--- src/rtl/rf_wb_arbiter.sv ---
// ----------------------------------------------------------------------------
// rf_wb_arbiter
//   Owns the register file's single write port and the flag register write.
//   After reset it walks every register address once and writes zero, then
//   shares the port between ALU writeback and load writeback. Returning loads
//   are buffered in a small in-order FIFO. The FIFO also supplies read-after-
//   write hazard detection for decode.
//
// Ports
//   clk, reset        clock; synchronous active-high reset
//   alu_*_i / _o      ALU writeback request (valid/ready handshake), flags
//   ld_*_i            load return (no backpressure, at most one per cycle)
//   rd_addr_a/b_i     decode read pointers checked against buffered loads
//   rf_wr_*_o         register file write port (combinational, latched by RF)
//   fl_wr_en_o/fl_data_o  flag register write {zero,ngtv,scry}
//   raw_stall_o       a read pointer matches a pending load destination
//   busy_o            clear sequence in progress
//   ld_drop_err_o     sticky: a load arrived while it could not be buffered
// ----------------------------------------------------------------------------
module rf_wb_arbiter #(
   parameter int PW       = 3,
   parameter int DW       = 8,
   parameter int LD_DEPTH = 2
) (
   input  logic          clk,
   input  logic          reset,
   input  logic          alu_valid_i,
   output logic          alu_ready_o,
   input  logic [PW-1:0] alu_addr_i,
   input  logic [DW-1:0] alu_data_i,
   input  logic          alu_flag_en_i,
   input  logic [2:0]    alu_flags_i,
   input  logic          ld_valid_i,
   input  logic [PW-1:0] ld_addr_i,
   input  logic [DW-1:0] ld_data_i,
   input  logic [PW-1:0] rd_addr_a_i,
   input  logic [PW-1:0] rd_addr_b_i,
   output logic          rf_wr_en_o,
   output logic [PW-1:0] rf_wr_addr_o,
   output logic [DW-1:0] rf_wr_data_o,
   output logic          fl_wr_en_o,
   output logic [2:0]    fl_data_o,
   output logic          raw_stall_o,
   output logic          busy_o,
   output logic          ld_drop_err_o
);

   localparam int PTR_W = (LD_DEPTH > 1) ? $clog2(LD_DEPTH) : 1;
   localparam logic [PTR_W-1:0] PTR_LAST = PTR_W'(LD_DEPTH - 1);
   localparam logic [PW-1:0]    CLR_LAST = {PW{1'b1}};

   typedef enum logic [0:0] {
      ST_CLEAR = 1'b0,
      ST_RUN   = 1'b1
   } state_e;

   state_e               state_q, state_d;
   logic [PW-1:0]        clr_ptr_q, clr_ptr_d;

   // Load FIFO: one valid bit per slot so the hazard check can scan slots directly.
   logic [PW-1:0]        fifo_addr_q [LD_DEPTH];
   logic [DW-1:0]        fifo_data_q [LD_DEPTH];
   logic [LD_DEPTH-1:0]  fifo_vld_q;
   logic [PTR_W-1:0]     rd_ptr_q, wr_ptr_q;
   logic                 ld_drop_err_q;

   logic                 push_s, pop_s, drop_s;
   logic                 fifo_full_s, fifo_empty_s;
   logic                 hit_s;

   function automatic logic [PTR_W-1:0] next_ptr(input logic [PTR_W-1:0] ptr);
      logic [PTR_W-1:0] nxt;
      if (ptr == PTR_LAST) begin
         nxt = {PTR_W{1'b0}};
      end else begin
         nxt = ptr + 1'b1;
      end
      return nxt;
   endfunction

   assign fifo_full_s   = &fifo_vld_q;
   assign fifo_empty_s  = ~(|fifo_vld_q);
   assign ld_drop_err_o = ld_drop_err_q;

   // FSM state and clear pointer registers.
   always_ff @(posedge clk) begin
      if (reset) begin
         state_q   <= ST_CLEAR;
         clr_ptr_q <= {PW{1'b0}};
      end else begin
         state_q   <= state_d;
         clr_ptr_q <= clr_ptr_d;
      end
   end

   // Next state, write-port arbitration and FIFO push/pop decisions.
   always_comb begin
      state_d      = state_q;
      clr_ptr_d    = clr_ptr_q;
      push_s       = 1'b0;
      pop_s        = 1'b0;
      drop_s       = 1'b0;
      alu_ready_o  = 1'b0;
      rf_wr_en_o   = 1'b0;
      rf_wr_addr_o = {PW{1'b0}};
      rf_wr_data_o = {DW{1'b0}};
      fl_wr_en_o   = 1'b0;
      fl_data_o    = 3'b000;
      busy_o       = 1'b1;
      if (reset) begin
         busy_o = 1'b1;
      end else begin
         case (state_q)
            ST_CLEAR: begin
               rf_wr_en_o   = 1'b1;
               rf_wr_addr_o = clr_ptr_q;
               rf_wr_data_o = {DW{1'b0}};
               // clr_ptr is only zero on the first clear cycle
               fl_wr_en_o   = (clr_ptr_q == {PW{1'b0}});
               fl_data_o    = 3'b000;
               drop_s       = ld_valid_i;
               clr_ptr_d    = clr_ptr_q + 1'b1;
               if (clr_ptr_q == CLR_LAST) begin
                  state_d = ST_RUN;
               end else begin
                  state_d = ST_CLEAR;
               end
            end
            ST_RUN: begin
               busy_o = 1'b0;
               // A full FIFO always pops, so a same-cycle push can never overflow.
               push_s = ld_valid_i;
               if (fifo_full_s) begin
                  pop_s = 1'b1;
               end else if (alu_valid_i) begin
                  alu_ready_o  = 1'b1;
                  rf_wr_en_o   = 1'b1;
                  rf_wr_addr_o = alu_addr_i;
                  rf_wr_data_o = alu_data_i;
                  fl_wr_en_o   = alu_flag_en_i;
                  fl_data_o    = alu_flags_i;
               end else if (!fifo_empty_s) begin
                  pop_s = 1'b1;
               end else begin
                  rf_wr_en_o = 1'b0;
               end
               if (pop_s) begin
                  rf_wr_en_o   = 1'b1;
                  rf_wr_addr_o = fifo_addr_q[rd_ptr_q];
                  rf_wr_data_o = fifo_data_q[rd_ptr_q];
               end else begin
                  rf_wr_en_o   = rf_wr_en_o;
               end
            end
            default: begin
               state_d = ST_CLEAR;
            end
         endcase
      end
   end

   // Load FIFO storage and pointers; on a full push+pop the freed head slot is refilled.
   always_ff @(posedge clk) begin
      if (reset) begin
         fifo_vld_q <= {LD_DEPTH{1'b0}};
         rd_ptr_q   <= {PTR_W{1'b0}};
         wr_ptr_q   <= {PTR_W{1'b0}};
      end else begin
         if (pop_s) begin
            fifo_vld_q[rd_ptr_q] <= 1'b0;
            rd_ptr_q             <= next_ptr(rd_ptr_q);
         end
         if (push_s) begin
            fifo_addr_q[wr_ptr_q] <= ld_addr_i;
            fifo_data_q[wr_ptr_q] <= ld_data_i;
            fifo_vld_q[wr_ptr_q]  <= 1'b1;
            wr_ptr_q              <= next_ptr(wr_ptr_q);
         end
      end
   end

   // Sticky drop error, cleared only by reset.
   always_ff @(posedge clk) begin
      if (reset) begin
         ld_drop_err_q <= 1'b0;
      end else if (drop_s) begin
         ld_drop_err_q <= 1'b1;
      end else begin
         ld_drop_err_q <= ld_drop_err_q;
      end
   end

   // Hazard scan: pending entries (minus the one leaving now) plus the incoming load.
   always_comb begin
      hit_s = 1'b0;
      for (int i = 0; i < LD_DEPTH; i++) begin
         hit_s = hit_s | (fifo_vld_q[i]
                          & ~(pop_s & (PTR_W'(i) == rd_ptr_q))
                          & ((fifo_addr_q[i] == rd_addr_a_i) | (fifo_addr_q[i] == rd_addr_b_i)));
      end
      hit_s = hit_s | (push_s & ((ld_addr_i == rd_addr_a_i) | (ld_addr_i == rd_addr_b_i)));
      if (reset) begin
         raw_stall_o = 1'b0;
      end else begin
         raw_stall_o = hit_s;
      end
   end

endmodule
--- config.mk ---
export PLATFORM = sky130hd
export DESIGN_NAME = rf_wb_arbiter
export DESIGN_NICKNAME = d
export VERILOG_FILES = /design/src/rtl/rf_wb_arbiter.sv
export SDC_FILE = /design/constraint.sdc
export NUM_CORES = 1
export LEC_CHECK = 0
export CORE_MARGIN = 2
export CORE_UTILIZATION = 42
export DETAILED_ROUTE_END_ITERATION = 8
export GPL_TIMING_DRIVEN = 0
export HOLD_SLACK_MARGIN = 0.1
export PLACE_DENSITY = 0.8
export SYNTH_ARGS = -nofsm -noshare
export SYNTH_HDL_FRONTEND = slang
export SYNTH_SLANG_ARGS = --single-unit
--- constraint.sdc ---
create_clock -name clk -period 1.47 [get_ports clk]
set_input_delay 0.2205 -clock clk [delete_from_list [all_inputs] [get_ports clk]]
set_output_delay 0.2205 -clock clk [all_outputs]
set_load 0.1 [all_outputs]
==> results_dict.tcl, run 1 <==
set metrics [dict create \
    violations "negative setup slack" \
    synth_top_area_cell "edfxtp_1" \
    setup_slack_ns -0.530 \
    routedWlPerCell_um 18.4 \
    drv_cap 0 \
    drtIter0Drc 98 \
    path_clk_slew_ns 0.07 \
    end_kind "output port" \
    synth.most_common_cell "edfxtp_1" \
    fin_skew_ns 0.00966 \
    dieWidth_um 68.9 \
    whs_ns 0.349 \
    netlist.area_leader.share 0.374 \
    wirelength_um 5090 \
    ios 56 \
    cts_tree "yes" \
    chipHeight_um 68.9 \
    antenna_left 0 \
    critPathRequiredTime_ns 1.25 \
    power.density_nw_per_um2 647 \
    slew_viol_final 0 \
    overflow 0 \
    first_pass_iters 4 \
    vias_per_cell 5.18 \
    setup_viol 18 \
    syn_avg_cell_area_um2 12.1 \
    fmax_mhz 500 \
    rsz0062_at_grt "yes" \
    fin_crit_sh 1.36 \
    ir_drop_v 0.000657 \
    ys_warn_count 0 \
    crit_arrival_ns 1.78 \
    cts_buffers 5 \
    stdcell_count 276 \
    synth-seq-cells 32 \
    async_flop_share 0 \
    antenna_found_initial 0 \
    hold_viol 0 \
    vias 1431 \
    cts-htree-levels 2 \
    synth_cell_types 32 \
    n_antenna_cell 0 \
    grt_pass1_wl_um 7550 \
    synth_edf_count 22 \
    rrSetupSlack_ns 0.08 \
    finalPower_mw 2.07 \
    ys.flop_type "edfxtp_1" \
    seq_area_frac_synth 0.487 \
    cts.sinks 32 \
    post-route-min-period_ns 2.00 \
    grt_max_degree 12 \
    setup_tns_ns -6.75 \
    die_area_um2 4740 \
    clock_latency_ns 0.29 \
    syn-num-nets 187 \
    grt_pass1_vias 1603 \
    cp_max_fo 3 \
    portBuffers 54 \
    syn2layout_area_growth_pct 81.2 \
    ys_top_cells_by_area "edfxtp_1, dfxtp_1, mux2i_1, xor2_1, o2bb2ai_2" \
    relSlewSlack 0.579 \
    place_inst 250 \
    syn_inst 146 \
    netlist_area_um2 1770 \
    cts-root-buf "clkbuf_8" \
    p_leak_nw 1.13 \
    worstSetupStartpointType "register" \
    fp.coreArea_um2 4030 \
    rows 23 \
    tightest_slew_ns 0.632 \
    cts_buffer_depth 2 \
    fin_nets 266 \
    floorplan.initialDensity 0.439 \
    hp-class "primary input to register" \
    synthTopCellsByCount "edfxtp_1, nor2_1, xor2_1" \
    critical_path_class "register to output port" \
    hpwl_um 3260 \
    grt_util_all_layers 0.229 \
    drc 0 \
    drive_gt1_frac 0.447 \
    status "finished with violations" \
    place.gp.congestion 0.851 \
]
[metrics by stage]
| step | setup slack (ns) | util | area [um^2] |
|---|---|---|---|
| after CTS | -0.511 | 0.784 | 3160 |
| final | -0.530 | 0.794 | 3200 |
| after floorplan | -0.643 | - | 2000 |
| after global placement | -1.58 | 0.647 | 2610 |
| after detailed placement | -1.67 | 0.647 | 2610 |
| after global routing | -0.576 | 0.794 | 3200 |
[cells in the final DEF, fill, tap and decap left out, drive strengths merged, types with 2 or more instances in the layout]
cell            n
nand2           3
nor4            3
and2            4
buf            42
clkbuf          6
o2bb2ai         8
clkdlybuf4s50  33
o22ai           2
nor2           20
ha              5
a31oi           3
inv             6
clkinv          3
edfxtp         22
or2b            2
dfxtp          10
a211oi          3
a21oi           8
xnor2           6
xor2           14
mux2i          13
[flip-flops by register name, indices dropped and copies added (netlist names), named ones only]
name,flops
wr_ptr_q,1
fifo_data_q,16
fifo_vld_q,2
fifo_addr_q,6
ld_drop_err_o,1
clr_ptr_q,3
state_q,1
rd_ptr_q,1
[routing by layer]
| metal | GRT usage | share of wire | vias to the layer above |
|---|---|---|---|
| met5 | 0 | 0 | - |
| met4 | 0.103 | 0.029 | 0 |
| met3 | 0.0747 | 0.057 | 12 |
| met2 | 0.433 | 0.55 | 53 |
| met1 | 0.225 | 0.37 | 685 |
| li1 | - | - | 681 |
[power breakdown]
part	internal [mW]	switching (mW)
logic	0.196	0.231
clock network	0.329	0.339
registers	0.966	0.0109
total	1.49	0.580
[cells by family (layout without fill, tap and decap cells)]
logic type	count (synthesis)	in the layout	synth area share
compound gates	28	28	0.146
buf+inv	12	92	0.0397
fa+ha+maj	5	5	0.0354
flops	32	32	0.487
xor+xnor	20	20	0.0992
mux	13	13	0.0737
simple gates	36	36	0.119
[area by class of cell]
cell class	count	area, um^2
inverter	6	25.0
fill	215	828
multi-input combinational	102	1200
clock buffer	5	68.8
buffer	4	42.5
timing repair buffer	74	907
tap	50	62.6
clock inverter	3	18.8
sequential	32	873
[repair_timing]
item	CTS	global route
hold buffers	0	0
gates resized for setup	201	15
buffers inserted	16	5
gates cloned	1	0
pin swaps	13	6
setup endpoints to repair	42	29
[worst max-delay path, stage by stage, from the launching register on]
cell and delay, ns:
dfxtp_4 0.37, o21bai_4 0.17, a21o_4 0.16, inv_4 0.05, ha_4 0.15, nor2_4 0.14, a31oi_4 0.11, o311ai_4 0.12
buf_12 0.22
[path summary, 6_finish.rpt]
kind / from / endpoint / cells after the start
max reg2reg: state_q / fifo_addr_q[1][1] / 3
min: reset / fifo_vld_q[1] / 3
max: fifo_vld_q[0] / raw_stall_o / 8
min reg2reg: ld_drop_err_o / ld_drop_err_o / 2
No activity file was read; power rests on OpenSTA's default activity.
==> inputs of run 2 (changes only) <==
CORE_ASPECT_RATIO = 1.5   (was not set)
==> results_dict.tcl, run 2 (same netlist as run 1, synthesis figures left out) <==
set metrics [dict create \
    status "finished with violations" \
    violations "negative setup slack" \
    routedWlPerCell_um 18.9 \
    hpwl_um 3150 \
    grt_pass1_wl_um 8220 \
    end_kind "output port" \
    tightest_slew_ns 0.620 \
    slowest_stage "dfxtp_4" \
    cts-root-buf "clkbuf_8" \
    first_pass_iters 4 \
    postCtsHoldBufs 0 \
    wirelength_um 5090 \
    top_register "fifo_data_q" \
    ir_drop_v 0.000707 \
    cts-htree-levels 2 \
    drtIter0Drc 27 \
    fp.coreArea_um2 3990 \
    path_clk_slew_ns 0.07 \
    critical_path_class "register to output port" \
    grt_pass1_vias 1692 \
    multi_input_area_um2 1170 \
    slowest_delay_ns 0.36 \
    n_antenna_cell 0 \
    critPathRequiredTime_ns 1.25 \
    antenna_left 0 \
    final_common_cell "clkdlybuf4s50_1" \
    antenna_found_initial 0 \
    drv_cap 0 \
    cts_tree "yes" \
    slew_viol_final 0 \
    cts_buffers 5 \
    seq_area_um2 872 \
    fin_nets 264 \
    clock_latency_ns 0.29 \
    hp-class "primary input to register" \
    fin_skew_ns 0.00816 \
    grt_max_degree 12 \
    drive_gt1_frac 0.433 \
    largest_reg_flops 16 \
    cts_buffer_depth 2 \
    fmax_mhz 495 \
    cts.sinks 32 \
    place.gp.congestion 0.828 \
    power.density_nw_per_um2 699 \
    dieWidth_um 57.0 \
    vias_per_cell 5.39 \
    crit_arrival_ns 1.80 \
    p_leak_nw 1.13 \
    finalPower_mw 2.22 \
    worstSetupStartpointType "register" \
    setup_slack_ns -0.548 \
    drc 0 \
    vias 1449 \
    die_area_um2 4750 \
    setup_viol 18 \
    setup_tns_ns -6.14 \
    chipHeight_um 83.4 \
    place_area_um2 2600 \
    relSlewSlack 0.587 \
    final_cell_mix "clkdlybuf4s50_1, edfxtp_1, buf_12" \
    rows 28 \
    floorplan.initialDensity 0.442 \
    design_area_um2 3180 \
    path_cells "o21bai_4 > a21o_4 > inv_4 > buf_6 > ha_4 > o311ai_4 > buf_12" \
    fillers 226 \
    portBuffers 54 \
    hold_viol 0 \
    fin_crit_sh 1.37 \
    grt_util_all_layers 0.232 \
    post-route-min-period_ns 2.02 \
    ios 56 \
    syn2layout_area_growth_pct 80.0 \
    reg.largest.list "fifo_data_q x16, fifo_addr_q x6, clr_ptr_q x3" \
    overflow 0 \
    cp_max_fo 3 \
    rsz0062_at_grt "yes" \
]
## run 2: changes by cell type in the layout (fill, tap and decap cells not counted), sizes merged
cell | previous run | this run
clkdlybuf4s15 | 1 | 0
bufinv | 0 | 1
clkinv | 3 | 2
clkdlybuf4s18 | 0 | 1
buf | 42 | 40
## run 2: final timing paths
| kind | cells after the start | to | start | slack, ns |
|---|---|---|---|---|
| worst max register to register | 5 | rd_ptr_q | fifo_vld_q[0] | 0.18 |
| worst min register to register | 2 | ld_drop_err_o | ld_drop_err_o | 0.56 |
| worst max-delay path | 7 | raw_stall_o | fifo_vld_q[0] | -0.55 |
| worst min-delay path | 3 | fifo_vld_q[1] | reset | 0.34 |
## run 2: layer usage
| metal | vias to the layer above | wire length (um) | track usage |
|---|---|---|---|
| met1 | 700 | 1700 | 0.221 |
| met3 | 17 | 226 | 0.0545 |
| met2 | 56 | 2960 | 0.438 |
| li1 | 676 | - | - |
| met5 | - | 0 | 0 |
| met4 | 0 | 210 | 0.123 |
## run 2: worst max-delay path, delay by kind of cell (launching register included)
kind,cells,cell delay [ns]
fa+ha+maj,1,0.15
compound gates,3,0.62
buf+inv,3,0.37
flops,1,0.36
## run 2: timing repair
| action | 4_1_cts | 5_1_grt |
|---|---|---|
| setup buffers | 15 | 3 |
| gates cloned | 1 | 0 |
| endpoints found under the setup margin | 42 | 19 |
| pin swaps | 13 | 1 |
| gates resized for setup | 204 | 10 |
## run 2: layout make-up
cell class / instances / area share
plain buffers: 4 / 0.0146
clock buffers: 5 / 0.0216
clock inverters: 3 / 0.0118
inverters: 6 / 0.00866
multi-input cells: 102 / 0.368
flip-flops and latches: 32 / 0.274
well taps: 45 / 0.0177
repair buffers: 72 / 0.284
## run 2: through the flow
| stage | hold slack [ns] | worst slack (ns) | utilization | std cells |
|---|---|---|---|---|
| 2_1_floorplan | 0.319 | -0.643 | - | 146 |
| 3_3_place_gp | 0.458 | -1.59 | 0.651 | 245 |
| 3_5_place_dp | 0.485 | -1.60 | 0.651 | 245 |
| 4_1_cts | 0.301 | -0.507 | 0.795 | 269 |
| 5_1_grt | 0.339 | -0.587 | 0.796 | 269 |
| 6_report | 0.342 | -0.548 | 0.796 | 269 |
## run 2: power breakdown
| part | switching [mW] | total, mW | internal [mW] |
|---|---|---|---|
| clock | 0.336 | 0.829 | 0.493 |
| combinational | 0.219 | 0.415 | 0.196 |
| sequential | 0.0114 | 0.978 | 0.966 |
| total | 0.567 | 2.22 | 1.66 |
==> inputs of run 3 (changes only) <==
CORE_UTILIZATION = 50   (was 42)
PLACE_DENSITY = not set   (was 0.8)
PLACE_DENSITY_LB_ADDON = 0.15   (was not set)
clock period = 2.4 ns   (was 1.47 ns; I/O delays follow)
==> results_dict.tcl, run 3 (same netlist as run 1, synthesis figures left out) <==
set metrics [dict create \
    status "finished clean" \
    final_common_cell "clkdlybuf4s50_1" \
    crit_arrival_ns 1.91 \
    r2r-start "state_q" \
    die_area_um2 4030 \
    end_kind "output port" \
    critPathRequiredTime_ns 2.04 \
    fmax_mhz 441 \
    fin_crit_sh 0.946 \
    clock_latency_ns 0.28 \
    final_cell_mix "clkdlybuf4s50_1, edfxtp_1, nor2_1" \
    top_layer "met4" \
    slowest_stage "dfxtp_2" \
    antenna_left 0 \
    cts-root-buf "clkbuf_8" \
    fin_nets 248 \
    fin_util 0.725 \
    drv_cap 0 \
    reg2reg_to "fifo_data_q[0][1]" \
    multi_input_area_um2 887 \
    post-route-min-period_ns 2.27 \
    floorplan.initialDensity 0.522 \
    routed-wl-met3_um 180 \
    fillers 252 \
    reg2reg_depth 2 \
    path_clk_slew_ns 0.06 \
    grt_util_all_layers 0.208 \
    cts_buffer_depth 2 \
    cp_top_family "compound AO/OA/AOI/OAI gates" \
    p_leak_nw 0.910 \
    fp.coreArea_um2 3380 \
    antenna_found_initial 0 \
    chipHeight_um 76.8 \
    ios 56 \
    dieWidth_um 52.5 \
    cts-htree-levels 2 \
    n_antenna_cell 0 \
    power.density_nw_per_um2 474 \
    routed-wl-met2_um 2240 \
    syn2layout_area_growth_pct 38.9 \
    rsz0062_at_grt "no" \
    slew_viol_final 0 \
    cts_tree "yes" \
    relSlewSlack 0.350 \
    rrSetupSlack_ns 0.72 \
    vias 1323 \
    startpoint "fifo_vld_q[1]" \
    fin_skew_ns 0.00280 \
    place.gp.congestion 0.810 \
    worstSetupStartpointType "register" \
    reg.largest.list "fifo_data_q x16, fifo_addr_q x6, clr_ptr_q x3" \
    met1_length_um 1370 \
    cp_max_fo 4 \
    rows 26 \
    grt_pass1_vias 1438 \
    slowest_delay_ns 0.35 \
    portBuffers 54 \
    grt_pass1_wl_um 6210 \
    cp-endpoint "raw_stall_o" \
    cts_buffers 5 \
    seq_area_um2 865 \
    cts.sinks 32 \
    routedWlPerCell_um 15.5 \
    cts_setup_buffers 0 \
    stdcell_count 250 \
    path_cells "o21bai_4 > a21o_4 > inv_2 > ha_1 > nor2_1 > a31oi_1 > o311ai_4 > buf_12" \
    hp-class "register to register" \
    largest_reg_flops 16 \
    setup_slack_ns 0.131 \
    drive_gt1_frac 0.269 \
    ir_drop_v 0.000429 \
    place_inst 242 \
    overflow 0 \
    dp_slack_ns -0.996 \
    critical_path_class "register to output port" \
    first_pass_iters 4 \
    wirelength_um 3880 \
    drtIter0Drc 23 \
    setup_viol 0 \
    drc 0 \
    vias_per_cell 5.29 \
    tightest_slew_ns 0.971 \
    whs_ns 0.476 \
    cp.depth 8 \
    hpwl_um 3080 \
    top_register "fifo_data_q" \
    hold_viol 0 \
    grt_max_degree 12 \
    critical_path_buf_inv_count 2 \
]
[run 3: cell types whose count changed in the layout (fill, tap and decap cells not counted), moves of 5 or more]
cell / change
o2bb2ai_2: +8
nor2_1: +5
buf_2: +13
buf_6: -5
buf_4: -9
buf_12: -19
a21oi_1: +6
o2bb2ai_4: -8
[run 3: what timing repair did]
item / in CTS / in global routing
hold buffers: 0 / 0
setup endpoints to repair: 18 / 10
resized for setup: 81 / 7
pin swaps: 1 / 3
[run 3: area by class of cell]
cell class              count  share of cell area
well taps                  42              0.0214
repair buffers             54               0.202
multi-input cells         102               0.362
plain buffers               6              0.0204
inverters                   6             0.00918
clock buffers               6              0.0296
flip-flops and latches     32               0.352
clock inverters             2             0.00306
[run 3: report_power, final]
| part | switching [mW] | total, mW | leakage [nW] | internal [mW] |
|---|---|---|---|---|
| clock | 0.169 | 0.365 | 0.0403 | 0.197 |
| sequential | 0.00619 | 0.602 | 0.281 | 0.596 |
| combinational | 0.111 | 0.197 | 0.589 | 0.0860 |
[run 3: per-layer routing]
| layer | GRT usage | vias up |
|---|---|---|
| met4 | 0.105 | 0 |
| li1 | - | 643 |
| met2 | 0.389 | 46 |
| met1 | 0.205 | 622 |
| met5 | 0 | - |
| met3 | 0.0350 | 12 |
[run 3: worst min path at each step]
stage               slack (ns)  cells after the start            end           from
floorplan                 0.45                      1  fifo_vld_q[0]       wr_ptr_q
global placement          0.46                      2  ld_drop_err_o  ld_drop_err_o
detailed placement        0.47                      2  ld_drop_err_o  ld_drop_err_o
CTS                       0.48                      3  fifo_vld_q[1]          reset
global route              0.50                      3  fifo_vld_q[1]          reset
finish                    0.48                      2  ld_drop_err_o  ld_drop_err_o
[run 3: worst register-to-register path: stages (launching register included)]
cell and delay [ns]:
dfxtp_2 0.41, nand3b_4 0.14, nor2_1 0.76
[run 3: metrics by stage]
| stage | total power [mW] | area [um^2] | setup TNS [ns] |
|---|---|---|---|
| 6_report | 1.16 | 2450 | 0 |
| 5_1_grt | 1.21 | 2450 | 0 |
| 3_5_place_dp | 0.814 | 2400 | -10.68 |
| 3_3_place_gp | 0.809 | 2400 | -10.35 |
| 2_1_floorplan | 0.721 | 1810 | -0.496 |
| 4_1_cts | 1.18 | 2440 | -0.102 |
